## src/rtl/uart_pkg.sv

```systemverilog
// Shared types and constants for the oversampling UART receive path.
package uart_pkg;

  // Receiver frame states, in the order a frame is walked.
  typedef enum logic [2:0] {
    StIdle,
    StStart,
    StData,
    StParity,
    StStop1,
    StStop2
  } rx_state_t;

  // Parity mode encodings; 2'b11 also means no parity.
  localparam logic [1:0] PAR_NONE = 2'b00;
  localparam logic [1:0] PAR_ODD  = 2'b01;
  localparam logic [1:0] PAR_EVEN = 2'b10;

  // Bit positions inside error_flag.
  localparam int unsigned ERR_OVR = 3;
  localparam int unsigned ERR_PAR = 2;
  localparam int unsigned ERR_BRK = 1;
  localparam int unsigned ERR_FRM = 0;

  // True when the frame carries a parity bit.
  function automatic logic parity_enabled(logic [1:0] mode);
    return (mode == PAR_ODD) || (mode == PAR_EVEN);
  endfunction

endpackage

```

## src/rtl/uart_tick_gen.sv

```systemverilog
// Oversample tick generator: divides the system clock by cfg_div + 1.
// Shared by the receive and transmit paths; clear realigns the tick phase.
module uart_tick_gen #(
  parameter int unsigned DIV_W = 16
) (
  input  logic             clock,
  input  logic             reset_n,
  input  logic             clear,
  input  logic [DIV_W-1:0] cfg_div,
  output logic             tick
);

  logic [DIV_W-1:0] cnt_q, cnt_d;

  // >= rather than == so a divisor lowered at runtime cannot strand the counter.
  assign tick = (cnt_q >= cfg_div);

  // Next count: wrap on tick, restart on clear.
  always_comb begin
    cnt_d = cnt_q + DIV_W'(1);
    if (clear || tick) begin
      cnt_d = '0;
    end
  end

  // Divisor counter register.
  always_ff @(posedge clock or negedge reset_n) begin
    if (!reset_n) begin
      cnt_q <= '0;
    end else begin
      cnt_q <= cnt_d;
    end
  end

endmodule

```

## src/rtl/uart_rx_os.sv

```systemverilog
// Oversampling UART receiver with runtime frame format, parity/stop/break
// checking and a valid/ready output with overrun detection.
module uart_rx_os
  import uart_pkg::*;
#(
  parameter int unsigned DATA_W  = 9,
  parameter int unsigned OS_RATE = 16,
  parameter int unsigned DIV_W   = 16
) (
  input  logic                      clock,
  input  logic                      reset_n,
  input  logic                      rx_in,
  input  logic [DIV_W-1:0]          cfg_div,
  input  logic [$clog2(DATA_W)-1:0] cfg_len,
  input  logic [1:0]                cfg_parity,
  input  logic                      cfg_stop2,
  input  logic                      rx_ready,
  output logic                      rx_valid,
  output logic [DATA_W-1:0]         rx_data,
  output logic [3:0]                error_flag,
  output logic                      active_flag
);

  localparam int unsigned LEN_W = $clog2(DATA_W);
  localparam int unsigned CNT_W = $clog2(DATA_W + 1);
  localparam int unsigned PH_W  = $clog2(OS_RATE);
  localparam int unsigned HALF  = OS_RATE / 2;

  // Synchroniser and edge detect
  logic [1:0] sync_q;
  logic       rx_prev_q;
  logic       rx_s;
  logic       rx_fall;

  // FSM
  rx_state_t state_q, state_d;
  logic      start_go;
  logic      sample_now;
  logic      frame_done;
  logic      tick;

  // Per-frame shadow configuration
  logic [LEN_W-1:0] len_q;
  logic [1:0]       par_q;
  logic             stop2_q;

  // Per-frame datapath
  logic [PH_W-1:0]   phase_q;
  logic [CNT_W-1:0]  bit_cnt_q;
  logic [DATA_W-1:0] shift_q;
  logic              par_acc_q;
  logic              zero_q;
  logic              par_err_q;
  logic              brk_q;
  logic              frm_err_q;
  logic              done_q;

  // Output registers
  logic              valid_q;
  logic [DATA_W-1:0] data_q;
  logic [3:0]        err_q;
  logic [3:0]        err_new;

  assign rx_s    = sync_q[1];
  assign rx_fall = rx_prev_q & ~rx_s;

  // Two-flop synchroniser plus previous-value flop for falling-edge detect.
  always_ff @(posedge clock or negedge reset_n) begin
    if (!reset_n) begin
      sync_q    <= 2'b11;
      rx_prev_q <= 1'b1;
    end else begin
      sync_q    <= {sync_q[0], rx_in};
      rx_prev_q <= rx_s;
    end
  end

  // Tick phase restarts on the start edge so bit sampling is centred.
  uart_tick_gen #(
    .DIV_W(DIV_W)
  ) u_tick_gen (
    .clock  (clock),
    .reset_n(reset_n),
    .clear  (start_go),
    .cfg_div(cfg_div),
    .tick   (tick)
  );

  // FSM state register.
  always_ff @(posedge clock or negedge reset_n) begin
    if (!reset_n) begin
      state_q <= StIdle;
    end else begin
      state_q <= state_d;
    end
  end

  // FSM next-state logic; every transition out of a non-idle state happens on a sample.
  always_comb begin
    state_d = state_q;
    case (state_q)
      StIdle: begin
        if (rx_fall) state_d = StStart;
      end
      StStart: begin
        // A high line at mid start bit is a glitch, not a frame.
        if (sample_now) state_d = rx_s ? StIdle : StData;
      end
      StData: begin
        if (sample_now && (bit_cnt_q == CNT_W'(len_q))) begin
          state_d = parity_enabled(par_q) ? StParity : StStop1;
        end
      end
      StParity: begin
        if (sample_now) state_d = StStop1;
      end
      StStop1: begin
        if (sample_now) state_d = stop2_q ? StStop2 : StIdle;
      end
      StStop2: begin
        if (sample_now) state_d = StIdle;
      end
      default: state_d = StIdle;
    endcase
  end

  // FSM outputs: activity, start strobe, mid-bit sample strobe, final-sample strobe.
  always_comb begin
    active_flag = (state_q != StIdle);
    start_go    = (state_q == StIdle) && rx_fall;
    sample_now  = 1'b0;
    case (state_q)
      StIdle:  sample_now = 1'b0;
      StStart: sample_now = tick && (phase_q == PH_W'(HALF - 1));
      default: sample_now = tick && (phase_q == PH_W'(OS_RATE - 1));
    endcase
    frame_done = sample_now &&
                 (((state_q == StStop1) && !stop2_q) || (state_q == StStop2));
  end

  // Frame datapath: shadow config, tick phase, bit count, shift and error accumulation.
  always_ff @(posedge clock or negedge reset_n) begin
    if (!reset_n) begin
      len_q     <= '0;
      par_q     <= PAR_NONE;
      stop2_q   <= 1'b0;
      phase_q   <= '0;
      bit_cnt_q <= '0;
      shift_q   <= '0;
      par_acc_q <= 1'b0;
      zero_q    <= 1'b1;
      par_err_q <= 1'b0;
      brk_q     <= 1'b0;
      frm_err_q <= 1'b0;
      done_q    <= 1'b0;
    end else begin
      done_q <= frame_done;
      if (start_go) begin
        len_q     <= cfg_len;
        par_q     <= cfg_parity;
        stop2_q   <= cfg_stop2;
        phase_q   <= '0;
        bit_cnt_q <= '0;
        shift_q   <= '0;
        par_acc_q <= 1'b0;
        zero_q    <= 1'b1;
        par_err_q <= 1'b0;
        brk_q     <= 1'b0;
        frm_err_q <= 1'b0;
      end else if ((state_q != StIdle) && tick) begin
        phase_q <= sample_now ? '0 : phase_q + PH_W'(1);
        if (sample_now) begin
          case (state_q)
            StData: begin
              shift_q   <= shift_q | (DATA_W'(rx_s) << bit_cnt_q);
              par_acc_q <= par_acc_q ^ rx_s;
              zero_q    <= zero_q & ~rx_s;
              bit_cnt_q <= bit_cnt_q + CNT_W'(1);
            end
            StParity: begin
              // Odd parity wants data ^ parity == 1, even wants 0.
              par_err_q <= (par_q == PAR_ODD) ? ~(par_acc_q ^ rx_s) : (par_acc_q ^ rx_s);
              zero_q    <= zero_q & ~rx_s;
            end
            StStop1: begin
              frm_err_q <= ~rx_s;
              brk_q     <= zero_q & ~rx_s;
            end
            StStop2: begin
              if (!rx_s) frm_err_q <= 1'b1;
            end
            default: ;
          endcase
        end
      end
    end
  end

  // Status for the frame being delivered; overrun only if the old word was never taken.
  always_comb begin
    err_new          = '0;
    err_new[ERR_OVR] = valid_q & ~rx_ready;
    err_new[ERR_PAR] = par_err_q;
    err_new[ERR_BRK] = brk_q;
    err_new[ERR_FRM] = frm_err_q;
  end

  // Output word and handshake; a completing frame always wins over an accept.
  always_ff @(posedge clock or negedge reset_n) begin
    if (!reset_n) begin
      valid_q <= 1'b0;
      data_q  <= '0;
      err_q   <= '0;
    end else if (done_q) begin
      valid_q <= 1'b1;
      data_q  <= shift_q;
      err_q   <= err_new;
    end else if (valid_q && rx_ready) begin
      valid_q <= 1'b0;
    end
  end

  assign rx_valid   = valid_q;
  assign rx_data    = data_q;
  assign error_flag = err_q;

endmodule

```

## config.mk

```make
export PLATFORM = sky130hd
export DESIGN_NAME = uart_rx_os
export DESIGN_NICKNAME = d
export VERILOG_FILES = /design/src/rtl/uart_pkg.sv /design/src/rtl/uart_tick_gen.sv /design/src/rtl/uart_rx_os.sv
export SDC_FILE = /design/constraint.sdc
export NUM_CORES = 1
export LEC_CHECK = 0
export ABC_CLOCK_PERIOD_IN_PS = 8119
export CAP_MARGIN = 20
export CORE_MARGIN = 5
export CORE_UTILIZATION = 55
export CTS_CLUSTER_DIAMETER = 150
export DETAILED_ROUTE_END_ITERATION = 8
export PLACE_DENSITY = 0.78
export SLEW_MARGIN = 5
export SYNTH_ARGS = -nofsm -noshare
export SYNTH_HDL_FRONTEND = slang
export SYNTH_SLANG_ARGS = --single-unit
```

## constraint.sdc

```tcl
create_clock -name clock -period 8.12 [get_ports clock]
set_clock_uncertainty 0.15 [all_clocks]
set_input_delay 1.624 -clock clock [delete_from_list [all_inputs] [get_ports clock]]
set_output_delay 1.624 -clock clock [all_outputs]
set_load 0.02 [all_outputs]
```

==> metrics.cfg <==
[setup_path]
cp.buffers_inverters=2
crit_family=simple AND/OR/NAND/NOR gates
r2r_end=u_tick_gen.cnt_q[8]
crit_required_ns=8.22
crit_fanout=15
r2r_slack_ns=4.92
cp_common_cell=a21o_1
max_stage_delay_ns=0.75
r2r-start=u_tick_gen.cnt_q[13]
arrival_ns=4.66
worst_setup_path_start_kind=input pin
endpoint_kind=flip-flop
reg2reg_depth=7
crit_slowest_cell=a2111oi_1
cp_cell_sequence=clkdlybuf4s50_1, inv_1, ha_1, a21o_1, a21o_1, a2111oi_1, and3_1, nand2_1, nor2_1
worstSetupPathType=input pin to flip-flop

[timing]
fin_tns_setup_ns=0
maxSlewViolCount=0
fmax_mhz=219
rsz0062_at_grt=false
relSlewSlack_pct=37.7
finalCritPeriodShare_pct=56.1
timing.final.crit_period_ns=4.56
finalSetupViolCount=0
hold_violations=0
worstMarginPinSlew_ns=0.933

[power_and_ir_drop]
irDropWorstVdd_v=0.000146
power_leakage_uw=0.00194
power_density_nw_per_um2=198

[clock_network]
clock_latency_ns=0.33
htree_levels=3
ctsLongestPathBuffers=2
cts-buffers-inserted=9
cts_resized=0
cts_tree=yes
clkSinkCount=66
post_cts_buffers=0
cts_hold_buf=0
cts-root-buf=clkbuf_8
clkTransAtPathRegs_ns=0.07

[final_layout]
syn_to_final_growth_pct=20.0
nets=433
instances_no_fill=466
antenna_cells=0
mostFrequentLayoutCells=dfrtp_1 (62), nand2_1 (49), clkdlybuf4s50_1 (40)
final_common_cell=dfrtp_1
layout-drive-gt1-share_pct=10.5
design_area_sq_um=4090

[flow_run]
cap_violations=0

[detailed_routing]
ant_nets=0
dr_total_vias=2602
dr.pass1.iters=5
detail_route.wl_per_cell_microns=14.8
viasPerCell=5.58
drc=0
wirelength_microns=6910
drtIter0Drc=192

[place]
dpl_cell_area_sq_um=3860
placed_cells=450
place_hpwl_microns=4870
gp_congestion=0.822
io_buffers=41

[yosys]
synth_top_flop_cell=dfrtp_1
synth_nets=393
synth_top_family_by_area=simple AND/OR/NAND/NOR gates
synth_compound_area_share_pct=9.47
synth_area_per_cell_sq_um=9.85
seq_area_frac_synth_pct=48.6
synthAdderAreaFrac_pct=7.34
synth_area_sq_um=3410
netlist_instances=346
async_flop_share_pct=100
synth_edf_count=0
synth-simple-area-share_pct=19.5
yosysWarningCount=0
muxShareOfSynthArea_pct=5.44
ys_types=47
ys_seq_elements=66
synth_xor_area_share_pct=5.40

[die]
top_level_ports=42
initial_core_util_pct=57.2
rows=28
die_area_sq_um=7870
core-area_sq_um=5960
die_x_microns=88.7
die_y_microns=88.7

[hold_path]
hp-class=flip-flop to flip-flop
min_to=sync_q[1]
hold_depth=0
min_from=sync_q[0]

[grt]
grt_pass1_wl_microns=11800
grt_max_degree=67
top_usage_layer=met2
grt_pass1_vias=2573
grt_overflow=0
grt_usage_pct=19.5
grtUsageMet1_pct=26.5
globalRouteMet3Util_pct=2.89
antenna_found_initial=0
met2_usage_pct=30.7

[outcome]
outcome=complete, no violations

==> stage by stage <==
stage          util [%]  hold slack, ns  worst slack, ns  total power (uW)
2_1_floorplan         -           0.195             4.26               458
3_3_place_gp       64.9           0.196             3.39               498
3_5_place_dp       64.9           0.199             3.26               505
4_1_cts            68.7           0.210             3.62               818
5_1_grt            68.7           0.216             3.38               854
6_report           68.7           0.208             3.56               808
==> worst register-to-register path, stage by stage (launching register included) <==
cell       delay [ns]
dfrtp_1          0.42
ha_1             0.30
a21o_1           0.18
a21o_1           0.17
a2111oi_1        0.75
and3_1           0.51
nand2_1          0.41
nor2_1           0.25
==> how the worst max path moves through the flow <==
stage,cells past startpoint,slack (ns),end,from
2_1_floorplan,8,4.26,shift_q[0],cfg_div[6]
3_3_place_gp,9,3.39,u_tick_gen.cnt_q[13],cfg_div[13]
3_5_place_dp,9,3.26,u_tick_gen.cnt_q[8],cfg_div[13]
4_1_cts,9,3.62,u_tick_gen.cnt_q[8],cfg_div[13]
5_1_grt,9,3.38,u_tick_gen.cnt_q[4],cfg_div[13]
6_report,9,3.56,u_tick_gen.cnt_q[8],cfg_div[13]
==> kinds of logic after synthesis <==
| kind of cell | count (synthesis) |
|---|---|
| and+or+nand+nor | 140 |
| DFF | 66 |
| AOI/OAI and AO/OA | 44 |
| buffers and inverters | 38 |
| xor gates and xnor gates | 21 |
| adders and majority gates | 20 |
| muxes | 17 |
==> cell usage after synthesis, drive strengths merged (2+ instances only) <==
| master | n | area, sq um |
|---|---|---|
| nor3 | 7 | 35.0 |
| nand3 | 14 | 70.1 |
| nor2b | 5 | 31.3 |
| nand3b | 3 | 22.5 |
| nand2 | 49 | 184 |
| nor2 | 35 | 131 |
| ha | 20 | 250 |
| o21ai | 7 | 35.0 |
| xnor2 | 11 | 96.3 |
| mux2i | 5 | 50.1 |
| a31o | 2 | 17.5 |
| a21o | 5 | 37.5 |
| mux2 | 12 | 135 |
| dfrtp | 62 | 1550 |
| a2111oi | 2 | 18.8 |
| nor3b | 2 | 15.0 |
| nand2b | 5 | 31.3 |
| nor4 | 2 | 12.5 |
| and2 | 2 | 12.5 |
| inv | 25 | 93.8 |
| and3 | 5 | 31.3 |
| a21oi | 4 | 20.0 |
| or4 | 3 | 26.3 |
| buf | 2 | 10.0 |
| o41ai | 2 | 17.5 |
| dfstp | 4 | 105 |
| o31ai | 9 | 72.6 |
| nand4 | 4 | 25.0 |
| clkbuf | 11 | 41.3 |
| or2 | 2 | 12.5 |
| o211ai | 4 | 30.0 |
| xor2 | 10 | 87.6 |
==> where the power goes <==
group          total (uW)  switching (uW)  internal [uW]
clock network         308             127            182
logic                 112            58.2           53.6
registers             388            32.4            356
total                 808             217            591
==> layer usage <==
layer / vias up / wire (microns)
li1: 1269 / -
met1: 1265 / 3090
met2: 53 / 3370
met3: 15 / 277
met4: 0 / 175
met5: - / 0
==> sequential cells by signal, summed over array words and instances (netlist names) <==
signal	cells
par_q	2
brk_q	1
rx_valid	1
len_q	4
phase_q	4
par_acc_q	1
zero_q	1
rx_prev_q	1
bit_cnt_q	4
frm_err_q	1
stop2_q	1
shift_q	9
state_q	3
u_tick_gen.cnt_q	16
rx_data	9
par_err_q	1
error_flag	4
done_q	1
sync_q	2
==> area by class of cell <==
cell class              instances  area (sq um)
clock buffers                  10           138
clock inverters                 6          88.8
fillers                       458          1870
inverters                      25          93.8
multi-input cells             242          1610
flip-flops and latches         66          1660
well taps                      75          93.8
repair buffers                 42           413
Power figures use the tool's default switching activity.
